<file path="src/rtl/sync_fifo_modport.sv">
`default_nettype none
// ============================================================================
//  Module   : sync_fifo_modport
//  Purpose  : Single-clock FIFO with per-side ack/error pulses and
//             almost-full / almost-empty flags decoded from the entry count.
//  Revision : 1.0 - initial release
// ============================================================================
module sync_fifo_modport #(
    parameter int WIDTH = 8,
    parameter int DEPTH = 16
) (
    input  logic             clk,
    input  logic             clear_n,
    input  logic             wr_en,
    input  logic [WIDTH-1:0] din,
    output logic             wr_ack,
    output logic             wr_err,
    output logic             full,
    output logic             almost_full,
    input  logic             rd_en,
    output logic [WIDTH-1:0] dout,
    output logic             rd_ack,
    output logic             rd_err,
    output logic             empty,
    output logic             almost_empty
);

    localparam int              c_AW        = $clog2(DEPTH);
    localparam logic [c_AW:0]   c_CNT_FULL  = (c_AW+1)'(DEPTH);
    localparam logic [c_AW:0]   c_CNT_AFULL = (c_AW+1)'(DEPTH - 1);
    localparam logic [c_AW:0]   c_CNT_ONE   = (c_AW+1)'(1);
    localparam logic [c_AW:0]   c_CNT_ZERO  = '0;
    localparam logic [c_AW-1:0] c_PTR_ONE   = c_AW'(1);

    logic [WIDTH-1:0] r_mem [DEPTH];
    logic [c_AW-1:0]  r_wr_ptr;
    logic [c_AW-1:0]  r_rd_ptr;
    logic [c_AW:0]    r_count;
    logic [WIDTH-1:0] r_dout;
    logic             r_wr_ack;
    logic             r_wr_err;
    logic             r_rd_ack;
    logic             r_rd_err;

    logic             w_full;
    logic             w_empty;
    logic             w_rd_accept;
    logic             w_wr_accept;

    assign w_full      = (r_count == c_CNT_FULL);
    assign w_empty     = (r_count == c_CNT_ZERO);
    assign w_rd_accept = rd_en & ~w_empty;
    // A read on the same edge frees a slot, so a full FIFO still takes the write.
    assign w_wr_accept = wr_en & (~w_full | w_rd_accept);

    // Storage is deliberately left out of reset.
    always_ff @(posedge clk) begin
        if (w_wr_accept) begin
            r_mem[r_wr_ptr] <= din;
        end
    end

    always_ff @(posedge clk or negedge clear_n) begin
        if (!clear_n) begin
            r_wr_ptr <= '0;
            r_rd_ptr <= '0;
            r_count  <= '0;
            r_dout   <= '0;
            r_wr_ack <= 1'b0;
            r_wr_err <= 1'b0;
            r_rd_ack <= 1'b0;
            r_rd_err <= 1'b0;
        end else begin
            r_wr_ack <= w_wr_accept;
            r_wr_err <= wr_en & ~w_wr_accept;
            r_rd_ack <= w_rd_accept;
            r_rd_err <= rd_en & ~w_rd_accept;
            if (w_wr_accept) begin
                r_wr_ptr <= r_wr_ptr + c_PTR_ONE;
            end
            if (w_rd_accept) begin
                r_dout   <= r_mem[r_rd_ptr];
                r_rd_ptr <= r_rd_ptr + c_PTR_ONE;
            end
            case ({w_wr_accept, w_rd_accept})
                2'b10:   r_count <= r_count + c_CNT_ONE;
                2'b01:   r_count <= r_count - c_CNT_ONE;
                default: r_count <= r_count;
            endcase
        end
    end

    assign full         = w_full;
    assign almost_full  = (r_count == c_CNT_AFULL);
    assign empty        = w_empty;
    assign almost_empty = (r_count == c_CNT_ONE);
    assign dout         = r_dout;
    assign wr_ack       = r_wr_ack;
    assign wr_err       = r_wr_err;
    assign rd_ack       = r_rd_ack;
    assign rd_err       = r_rd_err;

endmodule
`default_nettype wire

</file>
<file path="config.mk">
export PLATFORM = sky130hd
export DESIGN_NAME = sync_fifo_modport
export DESIGN_NICKNAME = d
export VERILOG_FILES = /design/src/rtl/sync_fifo_modport.sv
export SDC_FILE = /design/constraint.sdc
export NUM_CORES = 1
export LEC_CHECK = 0
export CORE_UTILIZATION = 54
export DETAILED_ROUTE_END_ITERATION = 10
export PLACE_DENSITY = 0.76
export SYNTH_ARGS = -nofsm -noshare
export SYNTH_HDL_FRONTEND = slang
export SYNTH_SLANG_ARGS = --single-unit
</file>
<file path="constraint.sdc">
create_clock -name clk -period 2.4 [get_ports clk]
set_clock_uncertainty 0.2 [all_clocks]
set_input_delay 0.72 -clock clk [delete_from_list [all_inputs] [get_ports clk]]
set_output_delay 0.72 -clock clk [all_outputs]
set_load 0.02 [all_outputs]
</file>
==> summary.md, run 1 <==
| Metric | Value |
|---|---|
| Status | finished, violations left |
| Failing checks | setup timing |
| Hold depth | 2 |
| Ports | 28 |
| Final Critical Period | approximately 2600 ps |
| Max-cap violations | 0 |
| Row count | 38 |
| Syn_nets | 359 |
| Max-slew violation count | 0 |
| Largest net degree at the start of global routing | 28 |
| Worst setup SP type | register |
| Sequential share of power | approximately two fifths |
| Synth-to-layout area growth | 24.2% |
| Xor/xnor share of the synthesized area | 1.40% |
| Hold_buf cts | 0 |
| CP arrival | around 1700 ps |
| Critical path origin | r_count[0]$_DFFE_PN0P_ |
| Avg WL per Cell | ~21 um |
| P_sw | roughly 2700 uW |
| Total clock buffers created by CTS | 17 |
| Ranking of synthesized cells by area | edfxtp_1 61%, mux4_2 11%, dfrtp_1 10% |
| Final hold violations | 0 |
| Initial core utilization | between 50% and 60% |
| Die Area | about 12000 um^2 |
| Power Dens Cells | 1170 nW/um^2 |
| Setup Viol. Count Final | 3 |
| Worst setup path endpoint | empty |
| Comb pwr share | between 30% and 40% |
| Number of flops mapped to enable cells by yosys | 128 |
| Iter 0 DRT Violations | 217 |
| Fmax | between 300 and 400 MHz |
| R2R cell count | 9 |
| Mux cell area share after synthesis | between 10% and 20% |
| RSZ-0062 raised after global routing | true |
| Die W | 110 um |
| Worst r2r dst | r_mem[9][2]$_DFFE_PP_ |
| CTS sink cnt | 153 |
| Commonest cells post-synth | 128 x edfxtp_1, 32 x mux4_2, 25 x dfrtp_1 |
| Slew of the pin with the lowest slew margin | 579 ps |
| Maximum fanout along the worst path | 3 |
| Main combinational cell family by area after synthesis | multiplexers |
| Final wirelength | about 12000 um |
| Pint | approximately 6400 uW |
| CTS root buf | clkbuf_16 |
| GRT Residual Overflow | 0 |
| Initial antenna violation count | 0 |
| DP Wirelength | 7790 um |
| Post-Layout Inst Area | approximately 7800 um^2 |
| Multi-input gate area | ~1700 um^2 |
| Core Box Area | between 10000 and 15000 um^2 |
| Count of cell types in the netlist | between 40 and 50 |
| Switch share | a little under a third |
| Post-synthesis sequential area ratio | between 70% and 80% |
| Clock share of power | between 20 and 30% |
| Clock tree buffer depth | 2 |
| Clock latency on the worst-skew pair | around 420 ps |
| Worst VDD drop | between 0.001 and 0.0015 V |
| Crit path kind | register to primary output |
| CTS tree | done |
| DRT antenna net count | 0 |
| Slack of the critical path | -170 ps |
| Post-synth ARST share | about 16% |
| Static Leak | approximately 0.0028 uW |
| Post-route DRC | 0 |
| Synthesized flop and latch total | roughly 150 |
| Clk slew on worst S/H paths | about 60 ps |
| Dominant cell type by area after synthesis | edfxtp_1 |
| Fillers | ~690 |
| Mapped cell area | 6270 um^2 |
| Critical Path Sink Type | primary output |
| Vias per cell | 5.72 |
| Die Height | around 110 um |
| Worst Path Required | approximately 1500 ps |
| Synthesized instance count | roughly 340 |
| Total Routing Usage GR | 22.6% |
| Hold Path Class | register to register |
| Syn_area_per_cell | around 19 um^2 |
| Port-buffer cells | 27 |
| Simple-Gate Fraction of Synth Area | around 5.2% |
| Vias in the first global route | between 3000 and 4000 |
| First-pass GRT wire length | between 15000 and 20000 um |
| Adder-Cell Fraction of Synth Area | around 2.2% |
| TNS Setup | -459 ps |
| FF+latch area | approximately 4500 um^2 |
| Top-count cell post-synth | edfxtp_1 |
| Rel. slew slack | ~61% |
| Final Util | a little over two thirds |
| Final Net Count | 440 |
| Final Cycle Share | 107% |
| R2R Setup Slk | ~40 ps |
| Share of cells above drive strength 1 | around 36% |
| Detailed-route via count | between 3000 and 4000 |
| Top-area cell type share of the netlist area | 61.3% |
| Compound-Gate Fraction of Synth Area | under 10% |
| N_diodes | 0 |
| Dpl cell area | ~7000 um^2 |
| First-pass iteration count of the detailed router | 4 |
| Most used flip-flop cell after synthesis | edfxtp_1 |
| RR Startpoint | r_count[0]$_DFFE_PN0P_ |
| Gpl congestion | slightly below 0.9 |
| H-tree levels | 4 |
| Synth warn | 0 |
-- worst min path at each step --
stage                   startpoint                   to  slack, ps
6_report       dout[2]$_DFFE_PN0P_  dout[2]$_DFFE_PN0P_        290
5_1_grt        dout[6]$_DFFE_PN0P_  dout[6]$_DFFE_PN0P_        340
4_1_cts        dout[2]$_DFFE_PN0P_  dout[2]$_DFFE_PN0P_        290
3_5_place_dp   dout[2]$_DFFE_PN0P_  dout[2]$_DFFE_PN0P_        280
3_3_place_gp   dout[2]$_DFFE_PN0P_  dout[2]$_DFFE_PN0P_        270
2_1_floorplan              clear_n  dout[0]$_DFFE_PN0P_        220
-- layer usage --
metal  global-route usage (%)  vias up  wire length, um
met3                     5.10       15              602
met2                     38.2      103             6420
met5                        0        -                0
met4                     10.1        0              209
li1                         -     1498                -
met1                     27.9     1650             4950
-- cell type report --
class	count	area share, %
Multi-Input combinational cell	152	22.4
Inverter	13	0.659
Clock inverter	15	1.74
Tap cell	140	2.25
Clock buffer	17	5.46
Sequential cell	153	57.4
Timing Repair Buffer	81	10.1
-- worst max-delay path: stages (launching register included) --
cell and delay, ps:
dfrtp_1 380, inv_2 80, ha_4 140, or4b_4 460
inv_2 70, buf_6 110
-- power groups by stage --
stage	registers, uW	logic [uW]	clock network, uW
finish	3580	3010	2520
global route	3620	3250	2650
CTS	3560	2890	2550
detailed placement	3600	2840	0
global placement	3580	2770	0
floorplan	3560	1870	0
-- kinds of logic (layout without fill, tap and decap cells) --
group	count (synthesis)	after routing
flip-flops	153	153
AND/OR/NAND/NOR	57	57
multiplexers	49	49
buffers and inverters	32	126
AO/OA/AOI/OAI	25	25
adder cells (fa/ha/maj)	11	11
XOR/XNOR	10	10
-- cells in the final DEF, fill, tap and decap left out, drive strengths merged, types with 2 or more instances in the layout --
cell type / count
edfxtp: 128
buf: 58
mux4: 32
dfrtp: 25
clkdlybuf4s50: 23
clkbuf: 17
nand2: 17
mux2i: 16
inv: 13
ha: 10
clkinv: 10
and2: 9
xnor2: 9
o221ai: 7
o21ai: 7
nor4: 6
nor2: 6
a21oi: 3
clkinvlp: 3
nor3b: 3
nand4: 3
and3: 2
nor2b: 2
o22ai: 2
bufinv: 2
nand2b: 2
nor3: 2
-- through the flow --
stage / hold WS, ps / setup slack, ps / total power [uW] / instances
6_report: 289 / -170 / 9110 / 571
5_1_grt: 340 / -223 / 9530 / 571
4_1_cts: 293 / -240 / 8990 / 572
3_5_place_dp: 280 / -291 / 6440 / 538
3_3_place_gp: 269 / -278 / 6360 / 538
2_1_floorplan: 224 / -151 / 5430 / 337
-- registers in the layout, indices dropped and copies added, names as in the netlist --
name	cells
dout	8
r_count	5
r_mem	128
r_rd_ptr	4
r_wr_ptr	4
rd_ack	1
rd_err	1
wr_ack	1
wr_err	1
-- what timing repair did --
action / 4_1_cts / 5_1_grt
pin swaps: 2 / 4
resized for setup: 27 / 41
setup buffers: 2 / 2
setup endpoints to repair: 100 / 129
Note: power is estimated with default switching activity, not from simulation.
==> inputs of run 2 (changes only) <==
Settings changed: CORE_UTILIZATION 54 to 30, CTS_CLUSTER_SIZE from default to 14, PLACE_DENSITY 0.76 to 0.48.
==> run 2 against run 1 <==
Effect of this change:
- sequential share of layout area shrank 1.6 points
- critical path type unchanged
- register-to-register slack better by 30 ps
- via count rose by 2.4%
- cell count rose by 24%
- count of clock-buffer cells in the layout increased by 1
- total power up 3.6%
- the flow still finishes with violations (setup timing)
- die area increased by 78%
==> summary.md, run 2 (synthesis results as in run 1) <==
| Metric | Value |
|---|---|
| Status | finished, violations left (unchanged) |
| Failing checks | setup timing (unchanged) |
| Avg WL per Cell | 19.1 um (was 21.3 um) |
| GRT Residual Overflow | 0 (unchanged) |
| Post-Layout Inst Area | 8010 um^2 (was 7790 um^2) |
| Worst setup SP type | register (unchanged) |
| Total Routing Usage GR | 13.8% (was 22.6%) |
| RSZ-0062 raised after global routing | true (unchanged) |
| Die Area | 21500 um^2 (was 12000 um^2) |
| Slew of the pin with the lowest slew margin | 548 ps (was 579 ps) |
| Total clock buffers created by CTS | 17 (unchanged) |
| Die W | 147 um (was 110 um) |
| Number of flip-flops in the largest register | 128 (unchanged) |
| Clock tree buffer depth | 2 (unchanged) |
| Maximum fanout along the worst path | 3 (unchanged) |
| Vias in the first global route | 3597 (was 3482) |
| Worst Path Required | 1480 ps (about the same) |
| Largest net degree at the start of global routing | 28 (unchanged) |
| Dpl cells | 674 (was 538) |
| Max-slew violation count | 0 (unchanged) |
| CTS sink cnt | 153 (unchanged) |
| Row count | 52 (was 38) |
| Initial core utilization | 30.8% (was 56.6%) |
| Hold Path Class | register to register (unchanged) |
| RR Startpoint | r_count[1]$_DFFE_PN0P_ (was r_count[0]$_DFFE_PN0P_) |
| Slack of the critical path | -202 ps (was -170 ps) |
| R2R Setup Slk | 70 ps (was 40 ps) |
| H-tree levels | 4 (unchanged) |
| Final hold violations | 0 (unchanged) |
| Total power | 9440 uW (was 9110 uW) |
| First-pass GRT wire length | 21500 um (was 18700 um) |
| R2R cell count | 9 (unchanged) |
| DRT antenna net count | 0 (unchanged) |
| Vias per cell | 4.71 (was 5.72) |
| DP Wirelength | 9260 um (was 7790 um) |
| CTS tree | done (unchanged) |
| Hold_buf cts | 0 (unchanged) |
| Worst setup path endpoint | empty (unchanged) |
| Critical Path Sink Type | primary output (unchanged) |
| Worst r2r dst | r_mem[10][3]$_DFFE_PP_ (was r_mem[9][2]$_DFFE_PP_) |
| Share of cells above drive strength 1 | 35.2% (was 35.7%) |
| Port-buffer cells | 27 (unchanged) |
| Core Box Area | 20400 um^2 (was 11100 um^2) |
| Dpl cell area | 7260 um^2 (was 7050 um^2) |
| Static Leak | 0.00282 uW (was 0.00277 uW) |
| Clk slew on worst S/H paths | 60 ps (about the same) |
| Gpl congestion | 0.807 (was 0.866) |
| CP arrival | 1680 ps (was 1650 ps) |
| Max-cap violations | 0 (unchanged) |
| Top reg by flops | r_mem (unchanged) |
| Power Dens Cells | 1180 nW/um^2 (was 1170 nW/um^2) |
| Crit path kind | register to primary output (unchanged) |
| Final Cycle Share | 108% (was 107%) |
| Final Net Count | 449 (was 440) |
| N_diodes | 0 (unchanged) |
| Iter 0 DRT Violations | 279 (was 217) |
| Hold Slack | 298 ps (was 289 ps) |
| Fmax | 384 MHz (was 389 MHz) |
| Detailed-route via count | 3345 (was 3266) |
| Worst VDD drop | 0.000423 V (was 0.00103 V) |
| Commonest non-fill, non-tap cell in the layout | edfxtp_1 (unchanged) |
| Commonest non-fill, non-tap cells in the layout | 128 x edfxtp_1, 57 x buf_4, 32 x mux4_2 (was 128 x edfxtp_1, 37 x buf_4, 32 x mux4_2) |
| Final Critical Period | 2600 ps (was 2570 ps) |
| Ports | 28 (unchanged) |
| Critical path origin | r_count[1]$_DFFE_PN0P_ (was r_count[0]$_DFFE_PN0P_) |
| Layout Cells excl Fill | 710 (was 571) |
| Final wirelength | 13600 um (was 12200 um) |
| Post-route DRC | 0 (unchanged) |
| Initial antenna violation count | 0 (unchanged) |
| Clock latency on the worst-skew pair | 420 ps (about the same) |
| Synth-to-layout area growth | 27.7% (was 24.2%) |
| Rel. slew slack | 63.3% (was 61.4%) |
| Setup Viol. Count Final | 3 (unchanged) |
| First-pass iteration count of the detailed router | 4 (unchanged) |
| CTS root buf | clkbuf_16 (unchanged) |
| Die Height | 147 um (was 110 um) |
## run 2: worst min-delay path by stage
stage | from | to | slack, ps | cells after the start
2_1_floorplan | clear_n | dout[0]$_DFFE_PN0P_ | 220 | 0
3_3_place_gp | dout[1]$_DFFE_PN0P_ | dout[1]$_DFFE_PN0P_ | 280 | 2
3_5_place_dp | dout[1]$_DFFE_PN0P_ | dout[1]$_DFFE_PN0P_ | 290 | 2
4_1_cts | dout[1]$_DFFE_PN0P_ | dout[1]$_DFFE_PN0P_ | 310 | 2
5_1_grt | dout[0]$_DFFE_PN0P_ | dout[0]$_DFFE_PN0P_ | 350 | 2
6_report | dout[2]$_DFFE_PN0P_ | dout[2]$_DFFE_PN0P_ | 300 | 2
## run 2: cell type report
type | count | area (um^2)
inverters | 13 | 51.3
flip-flops and latches | 153 | 4470
multi-input cells | 152 | 1730
repair buffers | 90 | 797
well taps | 270 | 338
clock buffers | 18 | 429
clock inverters | 14 | 193
fillers | 1827 | 12400
## run 2: critical path, stage by stage, from the launching register on
cell and delay, ps:
dfrtp_1 400, inv_2 90, ha_4 130, or4b_4 460, inv_2 70, buf_6 110
## run 2: through the flow
step / utilization (%) / setup WS (ps) / TNS, ps
after detailed placement: 35.7 / -303 / -26880
final: 39.3 / -202 / -445
after CTS: 39.0 / -218 / -626
after global placement: 35.7 / -286 / -26560
after floorplan: - / -151 / -4870
after global routing: 39.3 / -248 / -1080
## run 2: routing by layer
metal | up-vias | track usage (%) | wire length [um]
met3 | 20 | 2.94 | 339
met4 | 0 | 6.30 | 314
met1 | 1765 | 17.4 | 6040
li1 | 1501 | - | -
met5 | - | 0 | 0
met2 | 59 | 22.9 | 6890
## run 2: repair_timing
action,in CTS,in global routing
setup endpoints to repair,60,84
pin swaps,4,2
setup buffers,2,3
resized for setup,35,10
## run 2: power by group
part | switching (uW) | internal (uW)
Sequential | 270 | 3290
Combinational | 1520 | 1550
Clock | 1070 | 1750
Total | 2870 | 6580
